<file path="config.mk">
export PLATFORM = sky130hd
export DESIGN_NAME = ieeedrv_sdarb_flat
export DESIGN_NICKNAME = d
export VERILOG_FILES = /design/src/rtl/ieeedrv_sdarb_if.sv /design/src/rtl/ieeedrv_sdarb.sv /design/src/flat_wrapper.sv
export SDC_FILE = /design/constraint.sdc
export NUM_CORES = 1
export LEC_CHECK = 0
export CORE_MARGIN = 3
export CORE_UTILIZATION = 40
export CTS_CLUSTER_DIAMETER = 30
export DETAILED_ROUTE_END_ITERATION = 10
export PLACE_DENSITY_LB_ADDON = 0.08
export SLEW_MARGIN = 10
export SYNTH_ARGS = -nofsm -noshare
export SYNTH_HDL_FRONTEND = slang
export SYNTH_SLANG_ARGS = --single-unit
</file>
<file path="constraint.sdc">
create_clock -name clk_sys -period 2.6 [get_ports clk_sys]
set_input_delay 0.52 -clock clk_sys [delete_from_list [all_inputs] [get_ports clk_sys]]
set_output_delay 0.52 -clock clk_sys [all_outputs]
set_load 0.01 [all_outputs]
</file>
<file path="src/rtl/ieeedrv_sdarb_if.sv">
// Requester and HPS SD channel bundle for the SD arbiter.
// The slave modport is the arbiter's view; master is the environment.
interface ieeedrv_sdarb_if #(
   parameter int PORTS = 2
);
   logic [31:0]      req_lba     [PORTS];
   logic [5:0]       req_blk_cnt [PORTS];
   logic [7:0]       req_buff_din[PORTS];
   logic [PORTS-1:0] req_rd;
   logic [PORTS-1:0] req_wr;
   logic [PORTS-1:0] req_ack;
   logic [PORTS-1:0] req_buff_wr;
   logic [31:0]      sd_lba;
   logic [5:0]       sd_blk_cnt;
   logic             sd_rd;
   logic             sd_wr;
   logic             sd_ack;
   logic             sd_buff_wr;
   logic [7:0]       sd_buff_din;
   logic             timeout;
   logic [2:0]       grant;

   modport slave (
      input  req_lba, req_blk_cnt, req_buff_din,
      input  req_rd, req_wr,
      input  sd_ack, sd_buff_wr,
      output req_ack, req_buff_wr,
      output sd_lba, sd_blk_cnt, sd_rd, sd_wr,
      output sd_buff_din, timeout, grant
   );

   modport master (
      output req_lba, req_blk_cnt, req_buff_din,
      output req_rd, req_wr,
      output sd_ack, sd_buff_wr,
      input  req_ack, req_buff_wr,
      input  sd_lba, sd_blk_cnt, sd_rd, sd_wr,
      input  sd_buff_din, timeout, grant
   );
endinterface

</file>
<file path="src/rtl/ieeedrv_sdarb.sv">
// Round-robin arbiter of drive-unit SD block requests onto the
// single HPS SD channel, with ack/strobe/data routing and timeout.
module ieeedrv_sdarb #(
   parameter int          PORTS   = 2,
   parameter logic [23:0] TIMEOUT = 24'd16_000_000
) (
   input logic             clk_sys,
   input logic             reset,
   ieeedrv_sdarb_if.slave  bus
);

   localparam logic [1:0] S_IDLE = 2'd0;
   localparam logic [1:0] S_REQ  = 2'd1;
   localparam logic [1:0] S_XFER = 2'd2;

   logic [1:0]  r_state;
   logic [2:0]  r_grant;
   logic [2:0]  r_rr_ptr;
   logic [31:0] r_lba;
   logic [5:0]  r_cnt;
   logic        r_sd_rd;
   logic        r_sd_wr;
   logic        r_timeout;
   logic [23:0] r_tcnt;

   logic        w_hit;
   logic [2:0]  w_sel;
   logic        w_sel_wr;
   logic [31:0] w_sel_lba;
   logic [5:0]  w_sel_cnt;
   logic [2:0]  w_next;
   logic        w_xfer;

   // First pending port at or after rr_ptr, wrapping modulo PORTS.
   always_comb begin
      int j;
      j         = 0;
      w_hit     = 1'b0;
      w_sel     = r_rr_ptr;
      w_sel_wr  = 1'b0;
      w_sel_lba = '0;
      w_sel_cnt = '0;
      for (int i = 0; i < PORTS; i++) begin
         j = int'(r_rr_ptr) + i;
         if (j >= PORTS)
            j = j - PORTS;
         for (int g = 0; g < PORTS; g++) begin
            if (g == j && !w_hit &&
                (bus.req_rd[g] | bus.req_wr[g])) begin
               w_hit     = 1'b1;
               w_sel     = 3'(g);
               w_sel_wr  = bus.req_wr[g];
               w_sel_lba = bus.req_lba[g];
               w_sel_cnt = bus.req_blk_cnt[g];
            end
         end
      end
   end

   assign w_next = (r_grant == 3'(PORTS - 1)) ?
                   3'd0 : r_grant + 3'd1;
   assign w_xfer = (r_state == S_XFER);

   always_comb begin
      bus.req_ack     = '0;
      bus.req_buff_wr = '0;
      bus.sd_buff_din = '0;
      for (int g = 0; g < PORTS; g++) begin
         if (3'(g) == r_grant) begin
            bus.req_ack[g]     = bus.sd_ack & w_xfer;
            bus.req_buff_wr[g] = bus.sd_buff_wr & w_xfer;
            bus.sd_buff_din    = bus.req_buff_din[g];
         end
      end
   end

   always_ff @(posedge clk_sys) begin
      if (reset) begin
         r_state   <= S_IDLE;
         r_grant   <= '0;
         r_rr_ptr  <= '0;
         r_lba     <= '0;
         r_cnt     <= '0;
         r_sd_rd   <= 1'b0;
         r_sd_wr   <= 1'b0;
         r_timeout <= 1'b0;
         r_tcnt    <= '0;
      end else begin
         r_timeout <= 1'b0;
         case (r_state)
            S_IDLE: begin
               if (w_hit) begin
                  r_grant <= w_sel;
                  r_lba   <= w_sel_lba;
                  r_cnt   <= w_sel_cnt;
                  r_sd_wr <= w_sel_wr;
                  r_sd_rd <= ~w_sel_wr;
                  r_tcnt  <= '0;
                  r_state <= S_REQ;
               end
            end
            S_REQ: begin
               if (bus.sd_ack) begin
                  r_sd_rd <= 1'b0;
                  r_sd_wr <= 1'b0;
                  r_state <= S_XFER;
               end else if (TIMEOUT != 24'd0 &&
                            r_tcnt == TIMEOUT) begin
                  r_sd_rd   <= 1'b0;
                  r_sd_wr   <= 1'b0;
                  r_timeout <= 1'b1;
                  r_rr_ptr  <= w_next;
                  r_state   <= S_IDLE;
               end else begin
                  r_tcnt <= r_tcnt + 24'd1;
               end
            end
            S_XFER: begin
               if (!bus.sd_ack) begin
                  r_rr_ptr <= w_next;
                  r_state  <= S_IDLE;
               end
            end
            default: r_state <= S_IDLE;
         endcase
      end
   end

   assign bus.sd_lba     = r_lba;
   assign bus.sd_blk_cnt = r_cnt;
   assign bus.sd_rd      = r_sd_rd;
   assign bus.sd_wr      = r_sd_wr;
   assign bus.timeout    = r_timeout;
   assign bus.grant      = r_grant;

endmodule

</file>
<file path="src/flat_wrapper.sv">
// flat-port wrapper written by rule: the top's interface ports become plain ports
module ieeedrv_sdarb_flat 
#(
   parameter int          PORTS   = 2,
   parameter logic [23:0] TIMEOUT = 24'd16_000_000
)
  (clk_sys, reset, bus_req_lba, bus_req_blk_cnt, bus_req_buff_din, bus_req_rd, bus_req_wr, bus_sd_ack, bus_sd_buff_wr, bus_req_ack, bus_req_buff_wr, bus_sd_lba, bus_sd_blk_cnt, bus_sd_rd, bus_sd_wr, bus_sd_buff_din, bus_timeout, bus_grant);
  ieeedrv_sdarb_if #(.PORTS(PORTS)) bus_i ();
  input logic clk_sys;
  input logic reset;
  input wire logic [$bits(bus_i.req_lba)-1:0] bus_req_lba;
  input wire logic [$bits(bus_i.req_blk_cnt)-1:0] bus_req_blk_cnt;
  input wire logic [$bits(bus_i.req_buff_din)-1:0] bus_req_buff_din;
  input wire logic [$bits(bus_i.req_rd)-1:0] bus_req_rd;
  input wire logic [$bits(bus_i.req_wr)-1:0] bus_req_wr;
  input wire logic [$bits(bus_i.sd_ack)-1:0] bus_sd_ack;
  input wire logic [$bits(bus_i.sd_buff_wr)-1:0] bus_sd_buff_wr;
  output wire logic [$bits(bus_i.req_ack)-1:0] bus_req_ack;
  output wire logic [$bits(bus_i.req_buff_wr)-1:0] bus_req_buff_wr;
  output wire logic [$bits(bus_i.sd_lba)-1:0] bus_sd_lba;
  output wire logic [$bits(bus_i.sd_blk_cnt)-1:0] bus_sd_blk_cnt;
  output wire logic [$bits(bus_i.sd_rd)-1:0] bus_sd_rd;
  output wire logic [$bits(bus_i.sd_wr)-1:0] bus_sd_wr;
  output wire logic [$bits(bus_i.sd_buff_din)-1:0] bus_sd_buff_din;
  output wire logic [$bits(bus_i.timeout)-1:0] bus_timeout;
  output wire logic [$bits(bus_i.grant)-1:0] bus_grant;
  assign bus_i.req_lba = {>>{bus_req_lba}};
  assign bus_i.req_blk_cnt = {>>{bus_req_blk_cnt}};
  assign bus_i.req_buff_din = {>>{bus_req_buff_din}};
  assign bus_i.req_rd = bus_req_rd;
  assign bus_i.req_wr = bus_req_wr;
  assign bus_i.sd_ack = bus_sd_ack;
  assign bus_i.sd_buff_wr = bus_sd_buff_wr;
  assign bus_req_ack = bus_i.req_ack;
  assign bus_req_buff_wr = bus_i.req_buff_wr;
  assign bus_sd_lba = bus_i.sd_lba;
  assign bus_sd_blk_cnt = bus_i.sd_blk_cnt;
  assign bus_sd_rd = bus_i.sd_rd;
  assign bus_sd_wr = bus_i.sd_wr;
  assign bus_sd_buff_din = bus_i.sd_buff_din;
  assign bus_timeout = bus_i.timeout;
  assign bus_grant = bus_i.grant;
  ieeedrv_sdarb #(.PORTS(PORTS), .TIMEOUT(TIMEOUT)) u_core (.clk_sys(clk_sys), .reset(reset), .bus(bus_i));
endmodule
</file>
[Word level (Yosys, flattened, before mapping)]
Cells that the tools add are included.
Operators by class
  multiplexer cells: 49
  reduce and logical (&&, ||, !) cells: 22
  order comparisons: 2
  bitwise gates (word level): 6
  add/subtract/negate cells: 5
  eq/ne operators: 13
Operator list (count)
  $mux W32: 6
  $mux W24: 3
  $eq A2 B32 Y1 const A: 2
  $logic_not A32 Y1: 2
  $pmux W24 S2: 1
  $ge A32 B3 Y1 const B: 1
  $sub A32 B3 Y32 const B: 1
  $add A24 B1 Y24 const B: 1
  $eq A24 B24 Y1 const B: 1
  $mux W3: 8
  $mux W6: 4
  $mux W1: 17
  $mux W8: 2
  $mux W2: 4
  $reduce_and A4 Y1: 2
  $logic_and A1 B1 Y1: 7
  $ne A2 B2 Y1 const B: 3
  $pmux W2 S3: 1
  $pmux W3 S2: 1
  $reduce_and A3 Y1: 2
  $add A3 B1 Y4 const B: 1
  $ne A2 B1 Y1 const B: 2
  $pmux W1 S2: 2
  $reduce_bool A2 Y1: 2
  other kinds (16): 21
Storage, ports and cells
  output and inout port bits: 56
  bits of input ports: 100
  register bits after elaboration: 73

[Logic depth before layout (Yosys ltp)]
Gate-level depths: netlist of the first run.
  depth in word-level cells: 20
  mapped depth: 11
  depth with buffers taken out: 9

[Least setup slack after synthesis of the first run]
Ideal clock, no wire load.
  kind: register to register
  start point: register u_core.r_rr_ptr[0]
  end point: register u_core.r_lba[1], in the netlist u_core.bus.sd_lba[1]
  stages on the path, launching flop included: 12
  path slack: -0.135 ns
  required time: 2.520 ns
  path buffers: 2
  arrival time: 2.655 ns
  library setup time: 0.080 ns
  cells stage by stage: dfxtp_1 -> inv_1 -> ha_1 -> ha_1 -> ha_1 -> nor4bb_1 -> a31oi_2 -> o41ai_4 -> buf_4 -> buf_6 -> a22oi_1 -> a211oi_2
On the way
  cells in the longest elaborated chain, start to end: 18
Ends and longest elaborated chain
  start: declaration: line ieeedrv_sdarb.sv:18  | logic [2:0] r_rr_ptr;
  start signal: assignment: line ieeedrv_sdarb.sv:112  | r_rr_ptr <= w_next;
  start signal: assignment: line ieeedrv_sdarb.sv:120  | r_rr_ptr <= w_next;
  branches (longest 18 deep; another with $sub A32 B3 Y32)
  end signal: assignment: line ieeedrv_sdarb.sv:94  | r_lba <= w_sel_lba;
  end: declaration: line ieeedrv_sdarb.sv:19  | logic [31:0] r_lba;
Parallel ways; which one is timed is not known.
A chain may end at the register's enable or synchronous reset.

[Worst setup path after layout of the first run]
  start point: register u_core.r_rr_ptr[1]
  end point: register u_core.r_lba[24], in the netlist u_core.bus.sd_lba[24]
Same word-level chain as after synthesis.

==> results of run 1 <==
registers in the layout, indices dropped and copies added (netlist names):
| register | cells |
|---|---|
| u_core.bus.sd_blk_cnt | 6 |
| u_core.r_tcnt | 24 |
| u_core.bus.sd_lba | 32 |
| u_core.r_rr_ptr | 3 |
| u_core.r_state | 2 |
| u_core.bus.timeout | 1 |
| u_core.bus.sd_wr | 1 |
| u_core.bus.grant | 3 |
| u_core.bus.sd_rd | 1 |
power by group:
group / total, mW / switching, mW / internal (mW)
Clock: 0.872 / 0.445 / 0.427
Sequential: 1.34 / 0.0919 / 1.25
Combinational: 1.59 / 0.726 / 0.862
worst max-delay path: cells and delay by family (launching register included):
kind | cells | cell delay, ns
buffers and inverters | 5 | 0.79
adders and majority gates | 3 | 0.64
DFF | 1 | 0.36
AOI/OAI and AO/OA | 4 | 0.68
and+or+nand+nor | 1 | 0.12
area by class of cell:
class	instances	share of cell area
tap	129	0.0239
clock buffer	13	0.0251
inverter	10	0.00557
multi-input combinational	333	0.394
clock inverter	3	0.00353
timing repair buffer	208	0.330
sequential	73	0.218
stage by stage:
stage	power, mW	worst slack, ns	util	hold slack [ns]	std cells
after floorplan	1.95	0.00418	-	0.447	454
after global placement	2.55	-0.239	0.618	0.463	731
after detailed placement	2.56	-0.348	0.618	0.487	731
after CTS	3.59	-0.0681	0.678	0.498	760
after global routing	3.96	-0.237	0.713	0.526	769
final	3.80	-0.136	0.713	0.497	769
cell usage after synthesis, types with 3 or more instances:
library cell  number
nand2_1           20
nor3_1             4
o21a_1             3
nor2_1            23
dfxtp_1           73
a21oi_1           55
nor4_1             7
a22oi_1           39
o211ai_1           7
buf_4              3
clkbuf_1          20
and3_1             6
or4_1             10
a211oi_1          32
o211a_1            3
inv_1             10
o31ai_1           11
nor4b_1            3
buf_6              4
or3_1              6
o21ai_2            3
a211oi_2           9
nand4_1            7
o21ai_0            9
xor2_1             3
o22ai_1            3
mux2i_1           10
ha_1               9
nand3_1           15
nor2b_1            3
buf_2             11
what timing repair did:
action,in CTS,in global routing
setup buffers,8,6
cloned,6,5
gates resized for setup,35,43
setup endpoints to repair,40,59
pin swaps,18,41
worst min path at each step:
stage | start | endpoint | slack, ns | cells past startpoint
6_report | u_core.r_tcnt[23]$_SDFFE_PP0P_ | u_core.r_tcnt[23]$_SDFFE_PP0P_ | 0.50 | 2
2_1_floorplan | u_core.r_tcnt[23]$_SDFFE_PP0P_ | u_core.r_tcnt[23]$_SDFFE_PP0P_ | 0.45 | 2
4_1_cts | u_core.bus.sd_rd$_SDFFE_PP0P_ | u_core.bus.sd_rd$_SDFFE_PP0P_ | 0.50 | 2
5_1_grt | u_core.r_tcnt[23]$_SDFFE_PP0P_ | u_core.r_tcnt[23]$_SDFFE_PP0P_ | 0.53 | 2
3_3_place_gp | u_core.r_tcnt[23]$_SDFFE_PP0P_ | u_core.r_tcnt[23]$_SDFFE_PP0P_ | 0.46 | 2
3_5_place_dp | u_core.bus.sd_rd$_SDFFE_PP0P_ | u_core.bus.sd_rd$_SDFFE_PP0P_ | 0.49 | 2
metal layers:
metal  global-route usage  vias to the layer above
met5                    0                        -
met4               0.0685                        0
met3               0.0899                       16
met2                0.402                      196
met1                0.272                     2112
li1                     -                     2137
cells by family (layout without fill, tap and decap cells):
family / count (synthesis) / count (layout) / synth area share
AO/OA/AOI/OAI: 194 / 194 / 0.351
XOR/XNOR: 6 / 6 / 0.0150
adder cells (fa/ha/maj): 9 / 9 / 0.0282
buffers and inverters: 49 / 234 / 0.0598
flip-flops: 73 / 73 / 0.366
multiplexers: 10 / 10 / 0.0251
AND/OR/NAND/NOR: 113 / 114 / 0.155
==> results.py, run 1 <==
metrics = {
    "floorplanning": {
        "die_y_um": 106,
        "die_w_um": 106,
        "initial_core_util": 0.422,
        "io_pins": 156,
        "core_mm2": 0.00946,
        "die_area_mm2": 0.0112,
        "core.rowCount": 35,
    },
    "drt": {
        "routed_wl_mm": 14.4,
        "met3_length_mm": 1.40,
        "drc": 0,
        "first_pass_iters": 4,
        "wl_per_cell_um": 18.7,
        "top_layer": "met4",
        "ant_nets": 0,
        "wl_met1_mm": 5.52,
        "vias": 4461,
        "met2_length_mm": 7.34,
        "avgViaCountPerCell": 5.80,
        "drtIter0Drc": 203,
    },
    "global_route": {
        "grt_max_degree": 43,
        "track_usage": 0.235,
        "antenna_found_initial": 0,
        "grt.overflow.total": 0,
        "first_global_vias": 4336,
        "grt_pass1_wl_mm": 21.4,
    },
    "final_layout": {
        "n_fill_cell": 744,
        "stdcell_area_mm2": 0.00674,
        "final_cell_mix": "153 x clkdlybuf4s50_1, 70 x dfxtp_1, 54 x a21oi_1",
        "regArea_mm2": 0.00147,
        "insertedDiodeCount": 0,
        "final_layout_size_suffix_gt1_frac": 0.236,
        "multi_input_area_mm2": 0.00266,
        "final_common_cell": "clkdlybuf4s50_1",
        "syn2layout_area_growth_pct": 68.7,
        "finalNetCount": 744,
    },
    "logic_synthesis": {
        "ys_top_cells_by_area": "dfxtp_1 37%, a22oi_1 7.3%, a21oi_1 6.9%",
        "async_flop_share": 0,
        "syn_area_mm2": 0.00400,
        "syn_inst": 454,
        "synth.top_cell.area_share": 0.366,
        "synth-seq-cells": 73,
        "ys_types": 57,
        "synth_area_leader_cell": "dfxtp_1",
        "syn_nets": 563,
        "seq_area_frac_synth": 0.366,
        "synth-edff-count": 0,
        "syn_area_per_cell_um2": 8.80,
        "synth-main-ff-cell": "dfxtp_1",
        "yosysWarnings": 0,
    },
    "worst_setup_path": {
        "rr_startpoint": "u_core.r_rr_ptr[1]$_SDFFE_PP0P_",
        "r2r_slack_ns": -0.14,
        "path_class": "register to register",
        "cp-start-kind": "register",
        "slowest_stage": "dfxtp_4",
        "cp.required_ns": 2.82,
        "path_cells": "buf_12 -> ha_4 -> ha_4 -> ha_4 -> nand3b_1 -> buf_4 -> a311oi_4 -> buf_4 -> o41ai_4 -> buf_6 -> buf_12 -> a22oi_1 -> a211oi_1",
        "slowest_delay_ns": 0.36,
        "end_kind": "register",
        "critPathLaunch": "u_core.r_rr_ptr[1]$_SDFFE_PP0P_",
        "worstPathMaxFanout": 10,
        "reg2reg_depth": 13,
        "cp.arrival_ns": 2.95,
        "rr_endpoint": "u_core.bus.sd_lba[24]$_SDFFE_PP0P_",
        "crit_top_cell": "ha_4",
        "crit_end": "u_core.bus.sd_lba[24]$_SDFFE_PP0P_",
    },
    "placed_design": {
        "port_buffers": 155,
        "dpl_cell_area_mm2": 0.00585,
        "post-dp-hpwl_mm": 9.07,
        "gp_congestion": 0.829,
    },
    "power_and_ir_drop": {
        "vdd_drop_max_mv": 0.342,
        "power_density_mw_per_mm2": 563,
        "cellLeakagePower_nw": 2.36,
    },
    "sta": {
        "rsz0062_at_grt": "true",
        "period_minus_slack_ns": 2.74,
        "finalHoldViolCount": 0,
        "worstMarginPinSlew_ns": 0.641,
        "period_share": 1.05,
        "skew_ns": 0.0122,
        "finalSetupViolCount": 38,
        "setup_slack_ns": -0.136,
        "slew_headroom": 0.572,
        "max_freq_mhz": 365,
        "drv_slew": 0,
        "finalSetupTns_ns": -2.03,
    },
    "hold_path": {
        "hold_path_class": "register to register",
    },
    "clock_network": {
        "clockBufferDepth": 2,
        "clock_latency_ns": 0.36,
        "numCtsBuffers": 9,
        "cts_sinks": 73,
        "clk_pin_slew_ns": 0.08,
        "cts_tree": "yes",
        "hold_buffers": 0,
        "cts_root_buf": "clkbuf_8",
        "htree_levels": 3,
    },
    "status": {
        "violations": "negative setup slack",
        "status": "finished with violations",
    },
    "job": {
        "max_cap_viol_count": 0,
    },
}
(Power assumes the default switching activity.)
==> inputs of run 2 (changes only) <==
- ABC_AREA: not set -> 1
- CELL_PAD_IN_SITES_DETAIL_PLACEMENT: not set -> 1
- CELL_PAD_IN_SITES_GLOBAL_PLACEMENT: not set -> 2
- CORE_UTILIZATION: 40 -> 20
==> run 2 against run 1 <==
The flow now finishes without violations; critical path depth up 4; design area down 0.56%; flip-flop and latch count unchanged; register-to-register slack better by 0.24 ns; core utilization down 37 points; wire length up 32%; critical path type unchanged; largest power group unchanged.
==> results.py, run 2 <==
metrics = {
    "final_layout": {
        "final_layout_size_suffix_gt1_frac": 0.0908,
        "largest_reg_flops": 32,
        "syn2layout_area_growth_pct": 63.5,
        "insertedDiodeCount": 0,
        "final_cell_mix": "155 x clkdlybuf4s50_1, 101 x a21oi_1, 92 x nand2_1",
        "final_common_cell": "clkdlybuf4s50_1",
        "post-route-util": 0.339,
        "finalNetCount": 897,
        "n_fill_cell": 2405,
    },
    "sta": {
        "slew_headroom": 0.745,
        "worstMarginPinSlew_ns": 0.382,
        "period_minus_slack_ns": 2.50,
        "finalSetupViolCount": 0,
        "max_freq_mhz": 401,
        "period_share": 0.960,
        "setup_slack_ns": 0.105,
        "drv_slew": 0,
        "finalHoldViolCount": 0,
        "skew_ns": 0.00852,
    },
    "clock_network": {
        "clk_pin_slew_ns": 0.07,
        "cts_root_buf": "clkbuf_16",
        "hold_buffers": 0,
        "cts_tree": "yes",
        "cts_sinks": 73,
        "clockBufferDepth": 2,
        "numCtsBuffers": 9,
        "htree_levels": 3,
        "clock_latency_ns": 0.34,
    },
    "worst_setup_path": {
        "critical_path.top_delay_family": "adder cells",
        "path_cells": "ha_2 -> inv_1 -> nand2_1 -> nand2_2 -> ha_2 -> ha_1 -> nand2_1 -> inv_1 -> nand3b_1 -> a21oi_2 -> buf_4 -> nor2_2 -> nor2_4 -> buf_12 -> buf_8 -> o21ai_0 -> a21oi_1",
        "cp-start-kind": "register",
        "slowest_delay_ns": 0.35,
        "slowest_stage": "dfxtp_4",
        "cp.arrival_ns": 2.77,
        "path_buf_inv": 5,
        "cp.required_ns": 2.87,
        "path_class": "register to register",
        "end_kind": "register",
        "worstPathMaxFanout": 10,
    },
    "drt": {
        "wl_per_cell_um": 18.0,
        "vias": 4875,
        "routed_wl_mm": 19.1,
        "drtIter0Drc": 187,
        "ant_nets": 0,
        "drc": 0,
        "avgViaCountPerCell": 4.61,
        "first_pass_iters": 4,
    },
    "placed_design": {
        "gp_congestion": 0.757,
        "place_ws_ns": -0.0117,
        "port_buffers": 155,
        "post-dp-hpwl_mm": 13.2,
    },
    "floorplanning": {
        "die_area_mm2": 0.0222,
        "die_y_um": 149,
        "die_w_um": 149,
        "initial_core_util": 0.207,
        "core.rowCount": 51,
        "core_mm2": 0.0198,
        "io_pins": 156,
    },
    "global_route": {
        "grt_max_degree": 52,
        "grt.overflow.total": 0,
        "first_global_vias": 4867,
        "grt_pass1_wl_mm": 28.1,
        "track_usage": 0.159,
        "antenna_found_initial": 0,
    },
    "logic_synthesis": {
        "yosysMostFrequentCell": "a21oi_1",
        "syn_nets": 733,
        "synth_common_cells": "101 x a21oi_1, 94 x nand2_1, 84 x o21ai_0",
        "synth-seq-cells": 73,
        "ys_types": 34,
        "syn_inst": 624,
        "syn_area_mm2": 0.00410,
        "seq_area_frac_synth": 0.357,
        "yosysWarnings": 0,
        "synth_area_leader_cell": "dfxtp_1",
        "synth.top_cell.area_share": 0.357,
        "ys_top_cells_by_area": "dfxtp_1 36%, a21oi_1 12%, o21ai_0 10%",
        "async_flop_share": 0,
        "synth-main-ff-cell": "dfxtp_1",
        "syn_area_per_cell_um2": 6.57,
        "synth-edff-count": 0,
    },
    "hold_path": {
        "hold_path_class": "register to register",
    },
    "power_and_ir_drop": {
        "cellLeakagePower_nw": 2.54,
        "power_density_mw_per_mm2": 682,
        "vdd_drop_max_mv": 0.288,
    },
    "status": {
        "status": "finished, final reports clean",
    },
    "job": {
        "max_cap_viol_count": 0,
    },
}
## run 2: cell type report
cell class,instances,area [um^2],area share
sequential,73,1470,0.219
tap,265,332,0.0495
multi-input combinational,469,2360,0.352
inverter,45,171,0.0256
clock inverter,7,125,0.0187
timing repair buffer,190,2030,0.302
clock buffer,9,225,0.0336
## run 2: worst register-to-register path, cell delays in order, from the launching register on
cell and delay [ns]:
dfxtp_4 0.35, ha_2 0.17, inv_1 0.05, nand2_1 0.08, nand2_2 0.07, ha_2 0.18
ha_1 0.27, nand2_1 0.05, inv_1 0.06, nand3b_1 0.10, a21oi_2 0.17, buf_4 0.15
nor2_2 0.05, nor2_4 0.17, buf_12 0.15, buf_8 0.16, o21ai_0 0.08, a21oi_1 0.13
## run 2: where the power goes
group	switching [mW]	internal [mW]
registers	0.122	1.29
clock network	0.552	0.949
logic	0.837	0.819
total	1.51	3.06
## run 2: metal layers
| layer | global-route usage | part of all wire | routed length, um |
|---|---|---|---|
| met1 | 0.209 | 0.46 | 8850 |
| met2 | 0.268 | 0.49 | 9270 |
| met3 | 0.0352 | 0.040 | 756 |
| met4 | 0.0371 | 0.010 | 199 |
| met5 | 0 | 0 | 0 |
## run 2: stage by stage
| step | total power, mW | hold slack [ns] | cells | TNS (ns) | cell area, um^2 |
|---|---|---|---|---|---|
| floorplan | 2.10 | 0.466 | 624 | 0 | 4100 |
| global placement | 2.86 | 0.447 | 1027 | 0 | 6040 |
| detailed placement | 2.88 | 0.466 | 1027 | -0.0221 | 6040 |
| CTS | 4.45 | 0.475 | 1045 | 0 | 6440 |
| global route | 4.84 | 0.502 | 1058 | -0.567 | 6700 |
| finish | 4.57 | 0.470 | 1058 | 0 | 6700 |
## run 2: worst paths after layout
check                                 endpoint                            start  cells after the start  slack (ns)
max          u_core.bus.sd_lba[1]$_SDFFE_PP0P_  u_core.r_rr_ptr[1]$_SDFFE_PP0P_                     17        0.10
min              u_core.bus.sd_wr$_SDFFE_PP0P_    u_core.bus.sd_wr$_SDFFE_PP0P_                      2        0.47
max reg2reg  u_core.bus.sd_lba[1]$_SDFFE_PP0P_  u_core.r_rr_ptr[1]$_SDFFE_PP0P_                     17        0.10
min reg2reg      u_core.bus.sd_wr$_SDFFE_PP0P_    u_core.bus.sd_wr$_SDFFE_PP0P_                      2        0.47
## run 2: cells by family after synthesis
family	after synthesis	synth area share
compound gates	205	0.257
xor+xnor	12	0.0256
fa+ha+maj	9	0.0275
buf+inv	82	0.0809
flops	73	0.357
simple gates	243	0.252
## run 2: what timing repair did
item,in CTS,in global routing
gates resized for setup,2,26
gates cloned,1,7
endpoints found under the setup margin,27,71
pin swaps,1,5
buffers inserted,1,6
